$ cat src/rtl/mux_bus4.sv
// ============================================================================
// Module   : mux_bus4
// Brief    : N-to-1 select of WIDTH-bit slots from a flat bus, with a
//            combinational output and an enable-gated registered copy.
// Revision : 1.0 - initial release
// ============================================================================
`default_nettype none

module mux_bus4 #(
  parameter int WIDTH  = 4,
  parameter int NUM_IN = 8,
  parameter int SEL_W  = 3
) (
  input  logic                    clk,
  input  logic                    reset,
  input  logic [WIDTH*NUM_IN-1:0] in,
  input  logic [SEL_W-1:0]        sel,
  input  logic                    en,
  output logic [WIDTH-1:0]        out,
  output logic                    sel_err,
  output logic [WIDTH-1:0]        out_q,
  output logic                    out_valid
);

  // One extra bit so NUM_IN == 2**SEL_W is representable in the compare.
  localparam logic [SEL_W:0] C_NUM_IN = (SEL_W + 1)'(NUM_IN);

  generate
    if (NUM_IN > (2 ** SEL_W)) begin : g_param_check
      $error("mux_bus4: NUM_IN exceeds the range of SEL_W");
    end
  endgenerate

  always_comb begin
    out     = '0;
    sel_err = ({1'b0, sel} >= C_NUM_IN);
    for (int k = 0; k < NUM_IN; k++) begin
      if (sel == SEL_W'(k)) begin
        out = in[k*WIDTH +: WIDTH];
      end
    end
  end

  always_ff @(posedge clk) begin
    if (reset) begin
      out_q     <= '0;
      out_valid <= 1'b0;
    end else if (en) begin
      out_q     <= out;
      out_valid <= 1'b1;
    end
  end

endmodule

`default_nettype wire

$ cat config.mk
export PLATFORM = sky130hd
export DESIGN_NAME = mux_bus4
export DESIGN_NICKNAME = d
export VERILOG_FILES = /design/src/rtl/mux_bus4.sv
export SDC_FILE = /design/constraint.sdc
export NUM_CORES = 1
export LEC_CHECK = 0
export CAP_MARGIN = 5
export CORE_MARGIN = 3
export CORE_UTILIZATION = 34
export DETAILED_ROUTE_END_ITERATION = 7
export PLACE_DENSITY_LB_ADDON = 0.1
export SLEW_MARGIN = 20
export SYNTH_ARGS = -nofsm -noshare
export SYNTH_HDL_FRONTEND = slang
export SYNTH_SLANG_ARGS = --single-unit
$ cat constraint.sdc
create_clock -name clk -period 2.36 [get_ports clk]
set_input_delay 0.472 -clock clk [delete_from_list [all_inputs] [get_ports clk]]
set_output_delay 0.472 -clock clk [all_outputs]
set_load 0.02 [all_outputs]
==> results of run 1 <==
[kinds of logic after synthesis]
logic type | synth area share (%)
mux | 22.86
flops | 17.58
other cells | 0.6587
simple gates | 29.89
compound gates | 20.22
buf+inv | 8.790
[layout make-up]
cell class              instances  area, µm²
well taps                      16      20.02
fillers                       122      382.9
clock buffers                   4      26.28
repair buffers                 57      585.6
multi-input cells              62      426.7
flip-flops and latches          5      100.1
[worst max-delay path: stages]
cell and delay [ps]:
clkdlybuf4s50_1 420, buf_4 170, nor2_1 180, nand2_1 80, nand3_1 110, nand2_1 60
clkdlybuf4s15_2 250
[power by group through the flow]
stage               registers, mW  clock network (mW)  logic [mW]
finish                     0.0956              0.0986       0.207
CTS                        0.0958               0.101       0.206
global placement           0.0960                   0       0.194
global route               0.0961               0.104       0.222
floorplan                   0.105                   0      0.0767
detailed placement         0.0965                   0       0.198
[stage by stage]
stage / TNS (ps) / area [µm²] / utilization (%)
after CTS: -2.022 / 1146 / 74.35
after global routing: 0 / 1159 / 75.16
final: 0 / 1159 / 75.16
after global placement: -1131 / 1072 / 69.56
after detailed placement: -1302 / 1072 / 69.56
after floorplan: 0 / 569.3 / -
[final timing paths]
path                                 from         to  cells after the start
worst min-delay path            out_valid  out_valid                      2
worst max register to register   out_q[3]   out_q[3]                      2
worst max-delay path               sel[0]     out[0]                      7
worst min register to register  out_valid  out_valid                      2
[cell usage in the layout (no fill, tap or decap), types with 4 or more instances in the layout]
| cell | count |
|---|---|
| buf_4 | 6 |
| clkdlybuf4s50_1 | 40 |
| dfxtp_1 | 5 |
| mux2i_1 | 11 |
| nand2_1 | 10 |
| nand3_1 | 4 |
| nand3b_1 | 8 |
| nor2_1 | 6 |
| o211ai_1 | 4 |
| o21ai_1 | 4 |
[routing by layer]
metal / vias to the layer above / part of all wire, %
met5: - / 0
li1: 378 / -
met1: 339 / 37
met3: 4 / 6.0
met2: 32 / 56
met4: 0 / 0.96
[flip-flops by register name, summed over array words and instances (netlist names)]
register	flops
out_valid	1
out_q	4
[timing repair]
item	4_1_cts	5_1_grt
endpoints found under the setup margin	4	4
cloned	1	1
pin swaps	1	0
resized for setup	14	5
setup buffers	1	0
==> results.md, run 1 <==
- Period utilization: 94.40%
- Worst VDD drop: 168.9 µV
- Mapped Area: 569.3 µm²
- Core area: 0.001541 mm²
- Max-Cap Viols: 0
- Worst Skew: 0 ps
- Die height: 46.92 µm
- Global route overflow: 0
- CTS root buffer: clkbuf_4
- GRT met1 Usage: 19.23%
- Ys async rst share: 0%
- Fin. Hold Viols: 0
- DRT Pass-1 Iters: 4
- Largest net degree at the start of global routing: 12
- Mapped Nets: 111
- Main synth FF type: dfxtp_1
- Crit path DAT: 1760 ps
- Count leader, synth: mux2i_1
- Met3 usage: 1.533%
- CTS tree: done
- Total Routing Usage GR: 17.94%
- Hold Buf Count CTS: 0
- LEAKAGE: 0.4928 nW
- Synthesized flop and latch total: 5
- CTS Buf Count: 3
- Switching Share: 29.98%
- Final worst slack: 132.2 ps
- Detail Route Antenna Nets: 0
- Remaining DRCs: 0
- Hold Crit Class: flop to flop
- Initial drt markers: 9
- Power Total: 401.7 µW
- Outcome: finished, final reports clean
- Post-Synthesis Cells: 73
- Antenna violations before repair: 0
- CTS clock-pin slew for the worst setup and hold paths: 50 ps
- Crit Path Class: primary input to output port
- Pins Over Slew Limit: 0
- Pwr Density: 346.7 mW/mm²
- Io pins: 48
- Post-synth EDFFs: 0
- Crit path max fanout: 8
- GRT met2 Usage: 34.96%
- Busiest grt layer: met2
- Final Setup Violations: 0
- Logic pwr share: 51.7%
- Placed insts: 137
- Worst EP required: 1890 ps
- First-pass GRT wire length: 2822 µm
- RSZ-0062 raised after global routing: false
- Starting density of the core: 36.93%
- Avg Inst Size Synth: 7.799 µm²
- Hold Slack: 462.2 ps
- Synth top area share: 22.86%
- IO buf count: 46
- Via count: 753
- Finished Layout Cells: 144
- Ant diodes: 0
- Tmin final: 2228 ps
- Top cells by area, synth: mux2i_1, dfxtp_1, nand3b_1
- Vias in the first global route: 698
- Avg WL per Cell: 13.06 µm
- Top cells by count, synth: mux2i_1, nand2_1, nand3b_1, nor2_1, dfxtp_1
- CTS sink cnt: 5
- Clock tree buffer depth: 2
- DR vias/cell: 5.229
- Layout area overhead: 103.5%
- Seq/Total Area, Yosys: 17.58%
- Clock network power share: 24.5%
- Clk_lat worst skew: 240 ps
- H-tree depth: 1
- Layout cells sized above 1: 18.75%
- Worst setup EP type: output port
- Sequential share of power: 23.8%
- Die width: 46.92 µm
- Final nets: 167
- Hpwl dp: 1450 µm
- Nature of the critical path startpoint: primary input
- Internal power: 281.3 µW
- Post-synth top area cell: mux2i_1
- Full die area: 0.002201 mm²
- Sw Pwr: 120.5 µW
- Post-Route WL: 1880 µm
- Row count: 14
- R2R setup slack: 1630 ps
- Routability Congestion: 0.7409
- Pre-CTS setup slack: -355.2 ps
- Synth cell types: 21
- Synth Warn #: 0
- Maximum clock rate: 0.4489 GHz
No activity file was read; power rests on OpenSTA's default activity.
==> run 2, diff against run 1 <==
--- a/config.mk
+++ b/config.mk
@@ -9,6 +9,7 @@
 export CORE_MARGIN = 3
 export CORE_UTILIZATION = 34
 export DETAILED_ROUTE_END_ITERATION = 7
+export HOLD_SLACK_MARGIN = 0.1
 export PLACE_DENSITY_LB_ADDON = 0.1
 export SLEW_MARGIN = 20
 export SYNTH_ARGS = -nofsm -noshare
==> results of run 2 <==
No change in the layout: final DEF, timing and power equal those of run 1.
